<file path="config.mk">
export PLATFORM = sky130hd
export DESIGN_NAME = uart_tx_sm
export DESIGN_NICKNAME = d
export VERILOG_FILES = /design/src/rtl/uart_pkg.sv /design/src/rtl/uart_baud_tick.sv /design/src/rtl/uart_tx_sm.sv
export SDC_FILE = /design/constraint.sdc
export NUM_CORES = 1
export LEC_CHECK = 0
export ABC_CLOCK_PERIOD_IN_PS = 5850
export CAP_MARGIN = 40
export CORE_MARGIN = 1.5
export CORE_UTILIZATION = 25
export DETAILED_ROUTE_END_ITERATION = 7
export DONT_BUFFER_PORTS = 1
export GPL_TIMING_DRIVEN = 0
export PLACE_DENSITY = 0.42
export SLEW_MARGIN = 10
export SYNTH_ARGS = -nofsm -noshare
export SYNTH_HDL_FRONTEND = slang
export SYNTH_HIERARCHICAL = 1
export SYNTH_SLANG_ARGS = --single-unit
export TNS_END_PERCENT = 30
</file>
<file path="constraint.sdc">
create_clock -name clk -period 5.85 [get_ports clk]
set_input_delay 0.585 -clock clk [delete_from_list [all_inputs] [get_ports clk]]
set_output_delay 0.585 -clock clk [all_outputs]
set_load 0.01 [all_outputs]
</file>
<file path="src/rtl/uart_pkg.sv">
// Shared types and constants for the UART transmitter slice.
// The PARITY state exists only when UART_TX_PARITY_EN is defined.
package uart_pkg;

    localparam int DATA_W    = 8;
    localparam int BIT_IDX_W = $clog2(DATA_W);
    localparam int BAUD_W    = 16;

    localparam logic [BAUD_W-1:0] BAUD_DEFAULT = 16'd433;

    typedef enum logic [2:0] {
        ST_IDLE   = 3'd0,
        ST_START  = 3'd1,
        ST_DATA   = 3'd2,
`ifdef UART_TX_PARITY_EN
        ST_PARITY = 3'd3,
`endif
        ST_STOP   = 3'd4
    } state_t;

    function automatic logic even_parity(input logic [DATA_W-1:0] d);
        return ^d;
    endfunction

endpackage

</file>
<file path="src/rtl/uart_baud_tick.sv">
// Bit-time counter: counts 0..i_period and strobes o_tick in the last clock of each bit.
// o_tick_next is the strobe value for the following clock, so the caller can register outputs off it.
module uart_baud_tick
    import uart_pkg::*;
(
    input  logic              i_clk,
    input  logic              i_rst_n,
    input  logic [BAUD_W-1:0] i_period,
    input  logic              i_clear,
    input  logic              i_restart,
    output logic              o_tick,
    output logic              o_tick_next
);

    logic [BAUD_W-1:0] r_cnt;
    logic [BAUD_W-1:0] w_cnt_next;
    logic              r_tick;

    // Next count: wraps at each bit boundary, held at zero while the line is idle
    always_comb begin
        w_cnt_next = {BAUD_W{1'b0}};
        if (i_clear || i_restart || r_tick) begin
            w_cnt_next = {BAUD_W{1'b0}};
        end else begin
            w_cnt_next = r_cnt + 16'd1;
        end
        o_tick_next = !i_clear && (w_cnt_next == i_period);
    end

    // Counter and strobe registers
    always_ff @(posedge i_clk or negedge i_rst_n) begin
        if (!i_rst_n) begin
            r_cnt  <= {BAUD_W{1'b0}};
            r_tick <= 1'b0;
        end else begin
            r_cnt  <= w_cnt_next;
            r_tick <= o_tick_next;
        end
    end

    assign o_tick = r_tick;

endmodule

</file>
<file path="src/rtl/uart_tx_sm.sv">
// UART transmitter: 8N1 framing with a one-byte holding register and a runtime baud period.
// Optional even parity bit is enabled by defining UART_TX_PARITY_EN.
module uart_tx_sm
    import uart_pkg::*;
#(
    parameter logic [BAUD_W-1:0] BAUD_RESET_PERIOD = BAUD_DEFAULT
) (
    input  logic              clk,
    input  logic              resetN,
    input  logic [DATA_W-1:0] dataLoadIn,
    input  logic              dataValidIn,
    input  logic              baudLoadHiIn,
    input  logic              baudLoadLoIn,
    output logic              readyOut,
    output logic              busyOut,
    output logic              doneOut,
    output logic              serialOut
);

    localparam logic [BIT_IDX_W-1:0] LAST_BIT = BIT_IDX_W'(DATA_W - 1);

    state_t                r_state;
    state_t                w_state_next;
    logic [BAUD_W-1:0]     r_baud;
    logic [DATA_W-1:0]     r_hold;
    logic                  r_hold_valid;
    logic [DATA_W-1:0]     r_shift;
    logic [DATA_W-1:0]     w_shift_next;
    logic [BIT_IDX_W-1:0]  r_bit_idx;
    logic                  r_serial;
    logic                  r_busy;
    logic                  r_done;
    logic                  w_serial_next;
    logic                  w_tick;
    logic                  w_tick_next;
    logic                  w_accept;
    logic                  w_baud_wr;
    logic                  w_load_shift;
    logic                  w_clear;
`ifdef UART_TX_PARITY_EN
    logic                  r_parity;
`endif

    // A baud load on the shared bus always claims the cycle, so the byte is refused
    assign w_accept     = dataValidIn && !r_hold_valid && !baudLoadHiIn && !baudLoadLoIn;
    assign w_baud_wr    = (r_state == ST_IDLE) && !r_hold_valid;
    assign w_load_shift = (w_state_next == ST_START) && (r_state != ST_START);
    assign w_clear      = (w_state_next == ST_IDLE);

    uart_baud_tick u_baud_tick (
        .i_clk       (clk),
        .i_rst_n     (resetN),
        .i_period    (r_baud),
        .i_clear     (w_clear),
        .i_restart   (w_load_shift),
        .o_tick      (w_tick),
        .o_tick_next (w_tick_next)
    );

    // State register
    always_ff @(posedge clk or negedge resetN) begin
        if (!resetN) begin
            r_state <= ST_IDLE;
        end else begin
            r_state <= w_state_next;
        end
    end

    // Next-state logic
    always_comb begin
        w_state_next = r_state;
        case (r_state)
            ST_IDLE: begin
                if (r_hold_valid) w_state_next = ST_START;
                else              w_state_next = ST_IDLE;
            end
            ST_START: begin
                if (w_tick) w_state_next = ST_DATA;
                else        w_state_next = ST_START;
            end
            ST_DATA: begin
                if (w_tick && (r_bit_idx == LAST_BIT)) begin
`ifdef UART_TX_PARITY_EN
                    w_state_next = ST_PARITY;
`else
                    w_state_next = ST_STOP;
`endif
                end else begin
                    w_state_next = ST_DATA;
                end
            end
`ifdef UART_TX_PARITY_EN
            ST_PARITY: begin
                if (w_tick) w_state_next = ST_STOP;
                else        w_state_next = ST_PARITY;
            end
`endif
            ST_STOP: begin
                if (w_tick) w_state_next = r_hold_valid ? ST_START : ST_IDLE;
                else        w_state_next = ST_STOP;
            end
            default: w_state_next = ST_IDLE;
        endcase
    end

    // Output logic: line level for the coming clock, derived from the next state
    always_comb begin
        w_shift_next = r_shift;
        if (w_load_shift) begin
            w_shift_next = r_hold;
        end else if ((r_state == ST_DATA) && w_tick) begin
            w_shift_next = {1'b0, r_shift[DATA_W-1:1]};
        end else begin
            w_shift_next = r_shift;
        end
        case (w_state_next)
            ST_START:  w_serial_next = 1'b0;
            ST_DATA:   w_serial_next = w_shift_next[0];
`ifdef UART_TX_PARITY_EN
            ST_PARITY: w_serial_next = r_parity;
`endif
            ST_STOP:   w_serial_next = 1'b1;
            default:   w_serial_next = 1'b1;
        endcase
    end

    // Datapath and registered outputs
    always_ff @(posedge clk or negedge resetN) begin
        if (!resetN) begin
            r_shift   <= {DATA_W{1'b0}};
            r_bit_idx <= {BIT_IDX_W{1'b0}};
            r_serial  <= 1'b1;
            r_busy    <= 1'b0;
            r_done    <= 1'b0;
        end else begin
            r_shift   <= w_shift_next;
            if (w_load_shift) begin
                r_bit_idx <= {BIT_IDX_W{1'b0}};
            end else if ((r_state == ST_DATA) && w_tick) begin
                r_bit_idx <= r_bit_idx + 3'd1;
            end else begin
                r_bit_idx <= r_bit_idx;
            end
            r_serial  <= w_serial_next;
            r_busy    <= (w_state_next != ST_IDLE);
            r_done    <= (w_state_next == ST_STOP) && w_tick_next;
        end
    end

`ifdef UART_TX_PARITY_EN
    // Parity is captured with the byte because the shifter destroys it
    always_ff @(posedge clk or negedge resetN) begin
        if (!resetN) begin
            r_parity <= 1'b0;
        end else if (w_load_shift) begin
            r_parity <= even_parity(r_hold);
        end else begin
            r_parity <= r_parity;
        end
    end
`endif

    // Holding register and baud period
    always_ff @(posedge clk or negedge resetN) begin
        if (!resetN) begin
            r_hold       <= {DATA_W{1'b0}};
            r_hold_valid <= 1'b0;
            r_baud       <= BAUD_RESET_PERIOD;
        end else begin
            if (w_accept) begin
                r_hold       <= dataLoadIn;
                r_hold_valid <= 1'b1;
            end else if (w_load_shift) begin
                r_hold_valid <= 1'b0;
            end else begin
                r_hold_valid <= r_hold_valid;
            end
            if (w_baud_wr && baudLoadHiIn) r_baud[15:8] <= dataLoadIn;
            if (w_baud_wr && baudLoadLoIn) r_baud[7:0]  <= dataLoadIn;
        end
    end

    assign readyOut  = ~r_hold_valid;
    assign busyOut   = r_busy;
    assign doneOut   = r_done;
    assign serialOut = r_serial;

endmodule

</file>
# Yosys cells after proc, flatten, opt, wreduce, memory -nomap -nowiden
# Index checks and enable logic that the tools add are counted.
[word_totals]
regBits = 59
input_bits = 13
out_inout_bits = 4
wordCells = 60
[op_classes]
n_addsub = 2
eq_ne = 9
n_mux = 13
n_bitwise = 1
reduce_logical = 22
[ops]
columns = ["operator", "n"]
rows = [
  ["$add A16 B1 Y16 const B", 1],
  ["$eq A16 B16 Y1", 1],
  ["$mux W16", 1],
  ["$mux W8", 2],
  ["$mux W3", 4],
  ["$pmux W3 S4", 1],
  ["$logic_and A1 B1 Y1", 11],
  ["$eq A3 B3 Y1 const B", 3],
  ["$eq A3 B1 Y1 const B", 2],
  ["$eq A3 B2 Y1 const B", 2],
  ["$logic_not A3 Y1", 2],
  ["$logic_not A1 Y1", 4],
  ["$reduce_bool A2 Y1", 2],
  ["$add A3 B1 Y3 const B", 1],
  ["$mux W1", 3],
  ["$ne A3 B1 Y1 const B", 1],
  ["$reduce_bool A3 Y1", 1],
  ["$logic_or A1 B1 Y1", 2],
  ["$mux W2", 1],
  ["$pmux W1 S2", 1],
  ["$not A1 Y1", 1],
]

# Depth between registers and ports, before layout
[depth]
word_depth = 12
mapped_depth = 13
ltp_nobuf = 12

# Hierarchy
# The synthesis kept the hierarchy.
[by_module_without_submodules]
columns = ["module", "instances", "cells_each", "area_per_inst_um2"]
rows = [
  ["uart_tx_sm", 1, 119, 1770.4],
  ["uart_baud_tick", 1, 138, 1267.5],
]

# Least setup slack after synthesis
# No wires, ideal clock.
[synth_path]
kind = "register to register"
from = "register r_bit_idx[0]"
to = "register r_done, in the netlist doneOut"
setup_ps = 66
arrival_ps = 2850
required_time_ps = 5784
slack_ps = 2934
path_stages_with_launch = 14
n_path_buf = 1
cell_sequence = "dfrtp_1 ha_1 ha_1 a21o_2 mux2i_1 a211oi_1 or3_1 clkbuf_1 nor3b_1 nand3b_1 o311ai_0 o2111ai_1 nor4_2 and2_1"
[synth_rtl]
columns = ["element", "line", "text"]
rows = [
  ["from (decl)", "uart_tx_sm.sv:29", "logic [BIT_IDX_W-1:0] r_bit_idx;"],
  ["from (signal assigned)", "uart_tx_sm.sv:131", "r_bit_idx <= {BIT_IDX_W{1'b0}};"],
  ["from (signal assigned)", "uart_tx_sm.sv:138", "r_bit_idx <= {BIT_IDX_W{1'b0}};"],
  ["from (signal assigned)", "uart_tx_sm.sv:140", "r_bit_idx <= r_bit_idx + 3'd1;"],
  ["$eq A3 B3 Y1 *", "uart_tx_sm.sv:82", "if (w_tick && (r_bit_idx == LAST_BIT)) begin"],
  ["$logic_and A1 B1 Y1 *", "uart_tx_sm.sv:82", ""],
  ["$mux W3 *", "uart_tx_sm.sv:82", ""],
  ["$pmux W3 S4 *", "uart_tx_sm.sv:72", "case (r_state)"],
  ["$logic_not A3 Y1 *", "uart_tx_sm.sv:48", "assign w_clear = (w_state_next == ST_IDLE);"],
  ["via w_clear", "uart_tx_sm.sv:39", "logic w_clear;"],
  ["$logic_or A1 B1 Y1 (2 in series)", "uart_baud_tick.sv:22", "if (i_clear || i_restart || r_tick) begin"],
  ["$mux W16", "uart_baud_tick.sv:22", ""],
  ["$eq A16 B16 Y1", "uart_baud_tick.sv:27", "o_tick_next = !i_clear && (w_cnt_next == i_period);"],
  ["$logic_and A1 B1 Y1 *", "uart_baud_tick.sv:27", ""],
  ["via w_tick_next", "uart_tx_sm.sv:35", "logic w_tick_next;"],
  ["$logic_and A1 B1 Y1 *", "uart_tx_sm.sv:146", "r_done <= (w_state_next == ST_STOP) && w_tick_next;"],
  ["to (signal assigned)", "uart_tx_sm.sv:146", ""],
  ["to (decl)", "uart_tx_sm.sv:32", "logic r_done;"],
]
# The timed path passes the listed nets; every way through them passes the cells marked *.
# A chain may end at the register's enable or synchronous reset.

# Worst setup path after layout
# Ends and elaborated chain as after synthesis.

==> results.txt <==
----------------------------------------------------
[CTS]
  Bufs on Longest Clock Path ... 2
  Clock Tree Root ... sky130_fd_sc_hd__clkbuf_16
  Number of hold buffers added after CTS ... 1
  H-tree levels ... 3
  Post-CTS clock slew at the launch and capture registers of the worst setup and hold paths ... 50 ps
  Sink count of the clock tree ... 59
  Clock latency at the later pin of the worst-skew pair ... 330 ps
  Number of setup buffers added after CTS ... 0
  Clock tree from TritonCTS ... done
  Inserted Clock Buffers ... 9
  Cts repair resizes ... 0

[Floorplanning]
  Number of top-level pins ... 17
  Die ar. ... 12800 sq um
  FP Rows ... 40
  Core outline area ... 11900 sq um
  Die extent in x ... 113 microns
  Effective utilization at floorplan ... 25.5%
  Die Span Y ... 113 microns

[Critical path]
  Critical path required time ... 6110 ps
  Critical path class ... reg -> reg
  Type of origin of the critical path ... flip-flop
  Worst-path maximum fanout ... 10
  Worst flop-to-flop path endpoint ... doneOut
  Critical register-to-register path startpoint ... r_bit_idx[0]
  CP arrival ... 3900 ps
  Reg2Reg Depth ... 13
  Register-to-Register Setup Slack ... 2210 ps
  Crit end category ... flip-flop

[Timing]
  Achievable clock frequency ... 0.275 GHz
  Hold Fails Final Rpt ... 0
  Portion of the clock cycle consumed by the worst path in the final layout ... 62.2%
  Worst max-slew margin expressed relative to the limit ... 51.7%
  Number of failing setup endpoints in the final timing report ... 0
  Final count of pins violating max slew ... 0
  Clock skew ... 10.1 ps
  Setup repair after global routing missed its margin ... no
  Minimum clock period ... 3640 ps
  Final-layout setup total negative slack ... 0 ps
  Slew @ Worst Pin ... 721 ps

[Synth]
  Count of yosys warnings during synthesis ... 6
  Avg Inst Size Synth ... 11.8 sq um
  Share of async-settable or async-resettable flops after synthesis ... 100%
  Post-Synth XOR/XNOR Area ... 5.23%
  Basic-gate share of the synthesized area counting and, or, nand and nor cells ... 19.4%
  Arithmetic-cell share of the synthesized area counting full adders, half adders and majority gates ... 1.24%
  Flip-flop and latch count after synthesis ... 59
  Top post-synthesis cells by count ... sky130_fd_sc_hd__dfrtp_1, sky130_fd_sc_hd__mux2_2, sky130_fd_sc_hd__nor2_1
  Synth Net Count ... 273
  Multiplexer share of the synthesized area ... 11.6%
  Synth Instances ... 257
  Compound-gate portion of the synthesized area ... 11.1%
  Number of library cell types mapped by synthesis ... 63
  Share of the synthesized area in the top cell type ... 43.7%
  Top flip-flop cell by instance count after synthesis ... sky130_fd_sc_hd__dfrtp_1
  Sequential share of the synthesized area ... 48.8%
  Number of synthesized flops with an enable pin ... 0
  Cell types occupying the most area after synthesis ... sky130_fd_sc_hd__dfrtp_1, sky130_fd_sc_hd__mux2_2, sky130_fd_sc_hd__dfstp_2, sky130_fd_sc_hd__xnor2_1, sky130_fd_sc_hd__mux2i_1
  Area of the mapped netlist ... 3040 sq um
  Cell type with the largest total area after synthesis ... sky130_fd_sc_hd__dfrtp_1
  Largest family of logic cells by synthesized area ... simple AND/OR/NAND/NOR gates
  Top-count cell post-synth ... sky130_fd_sc_hd__dfrtp_1

[GRT]
  GR Overflow Total ... 0
  Largest net degree at the start of global routing ... 54
  Antenna violations before repair ... 0
  Global-route total usage across every layer ... 12.0%
  Global-route wire length before repair ... 11600 microns
  Number of global-route vias before repair ... 2119

[Place]
  Count of buffers inserted at the top-level ports ... 0
  Placed wire-length estimate after detailed placement ... 4930 microns
  Placer Congestion ... 0.808
  Number of placed instances with taps included ... 404

[Outcome]
  Status ... finished clean

[Final layout]
  Synth-to-layout area growth ... 15.7%
  Final net count ... 285
  Fraction of final layout cells sized beyond drive strength 1 ... 27.7%
  Number of inserted diodes ... 0
  Layout Cells excl Fill ... 421

[Pwr]
  Overall power ... 0.00154 W
  Cell Pwr Density ... 439 nW/um^2
  Leakage ... 1.41 nW
  IR Drop Worst-Case VDD ... 0.000147 V

[Routing]
  Remaining routing DRC violations ... 0
  Mean routed wirelength per cell ... 16.4 microns
  Total vias in the final route ... 2007
  1st-pass router iterations ... 4
  Number of DRC violations after detailed-routing iteration 0 ... 57
  Final routed wirelength across all metal layers ... 6910 microns
  Via count normalized by instance count ... 4.77
  Detail Route Antenna Nets ... 0

[Flow run]
  Reported max-cap violation count ... 0

[Worst hold path]
  Path class of the lowest-slack min-delay path ... in -> async

----------------------------------------------------
==> cell families (layout without fill, tap and decap cells) <==
group,count (synthesis),count (layout)
compound gates,45,45
buf+inv,15,32
mux,32,32
simple gates,88,88
fa+ha+maj,3,3
xor+xnor,15,15
flops,59,59
==> layout make-up <==
class / instances / area (sq um)
fillers: 1238 / 8400
inverters: 8 / 30.0
flip-flops and latches: 59 / 1480
plain buffers: 7 / 48.8
multi-input cells: 183 / 1480
well taps: 147 / 184
clock buffers: 14 / 254
repair buffers: 1 / 27.5
clock inverters: 2 / 12.5
==> worst max path at each step <==
stage,to,cells past startpoint,startpoint,slack [ps]
after global routing,doneOut,13,r_bit_idx[0],1930
after detailed placement,doneOut,13,r_bit_idx[0],2220
after floorplan,doneOut,13,r_bit_idx[0],2930
final,doneOut,13,r_bit_idx[0],2210
after CTS,doneOut,13,r_bit_idx[0],2230
after global placement,doneOut,13,r_bit_idx[0],2280
==> sequential cells by signal, summed over array words and instances (netlist names) <==
| signal | cells |
|---|---|
| r_state | 3 |
| busyOut | 1 |
| r_baud | 16 |
| r_hold | 8 |
| u_baud_tick/o_tick | 1 |
| r_shift | 8 |
| r_hold_valid | 1 |
| u_baud_tick/r_cnt | 16 |
| serialOut | 1 |
| r_bit_idx | 3 |
| doneOut | 1 |
==> cells in the final DEF, fill, tap and decap left out, types with 3 or more instances in the layout <==
cell type	netlist	final
sky130_fd_sc_hd__dfrtp_1	53	53
sky130_fd_sc_hd__mux2_2	25	25
sky130_fd_sc_hd__nor2_1	15	15
sky130_fd_sc_hd__nand2_1	12	12
sky130_fd_sc_hd__xnor2_1	9	9
sky130_fd_sc_hd__clkbuf_16	0	9
sky130_fd_sc_hd__a21oi_1	9	9
sky130_fd_sc_hd__inv_1	8	8
sky130_fd_sc_hd__mux2i_1	7	7
sky130_fd_sc_hd__o21ai_0	7	7
sky130_fd_sc_hd__nand3_1	7	7
sky130_fd_sc_hd__a221o_1	6	6
sky130_fd_sc_hd__dfstp_2	6	6
sky130_fd_sc_hd__clkbuf_1	1	5
sky130_fd_sc_hd__or3_1	5	5
sky130_fd_sc_hd__and2_1	4	4
sky130_fd_sc_hd__and2_2	4	4
sky130_fd_sc_hd__nor3_1	4	4
sky130_fd_sc_hd__nand4_1	4	4
sky130_fd_sc_hd__nor4_2	4	4
sky130_fd_sc_hd__xor2_1	4	4
sky130_fd_sc_hd__nand2b_1	3	3
sky130_fd_sc_hd__a31oi_1	3	3
sky130_fd_sc_hd__ha_1	3	3
sky130_fd_sc_hd__buf_2	3	3
sky130_fd_sc_hd__or4_1	3	3
==> power breakdown <==
group          switching (W)  internal (W)
clock network       0.000178      0.000297
logic               0.000172      0.000218
registers           0.000122      0.000557
==> critical path: stages (launching register included) <==
cell and delay [ps]:
sky130_fd_sc_hd__dfrtp_1 390, sky130_fd_sc_hd__ha_1 210, sky130_fd_sc_hd__ha_1 210, sky130_fd_sc_hd__a21o_2 210, sky130_fd_sc_hd__mux2i_1 260, sky130_fd_sc_hd__a211oi_1 190, sky130_fd_sc_hd__or3_1 420, sky130_fd_sc_hd__clkbuf_1 280
sky130_fd_sc_hd__nor3b_1 270, sky130_fd_sc_hd__nand3b_1 100, sky130_fd_sc_hd__o311ai_0 130, sky130_fd_sc_hd__o2111ai_1 290, sky130_fd_sc_hd__nor4_2 410, sky130_fd_sc_hd__and2_1 190
==> through the flow <==
step                setup slack [ps]  hold slack (ps)  utilization, %  instance area (sq um)
floorplan                       2930              289               -                   3040
global placement                2280              292            27.0                   3220
detailed placement              2220              292            27.0                   3220
CTS                             2230             89.9            29.5                   3520
global route                    1930             86.9            29.5                   3520
finish                          2210              104            29.5                   3520
==> layer usage <==
metal  routed length (microns)  up-vias  share of wire (%)  global-route usage, %
met4                       164        0                2.4                   6.75
met3                       115       10                1.7                   2.25
met5                         0        -                  0                      0
met2                      3250       19                 47                   19.4
met1                      3380      994                 49                   15.2
li1                          -      984                  -                      -
No activity file was read; power rests on OpenSTA's default activity.
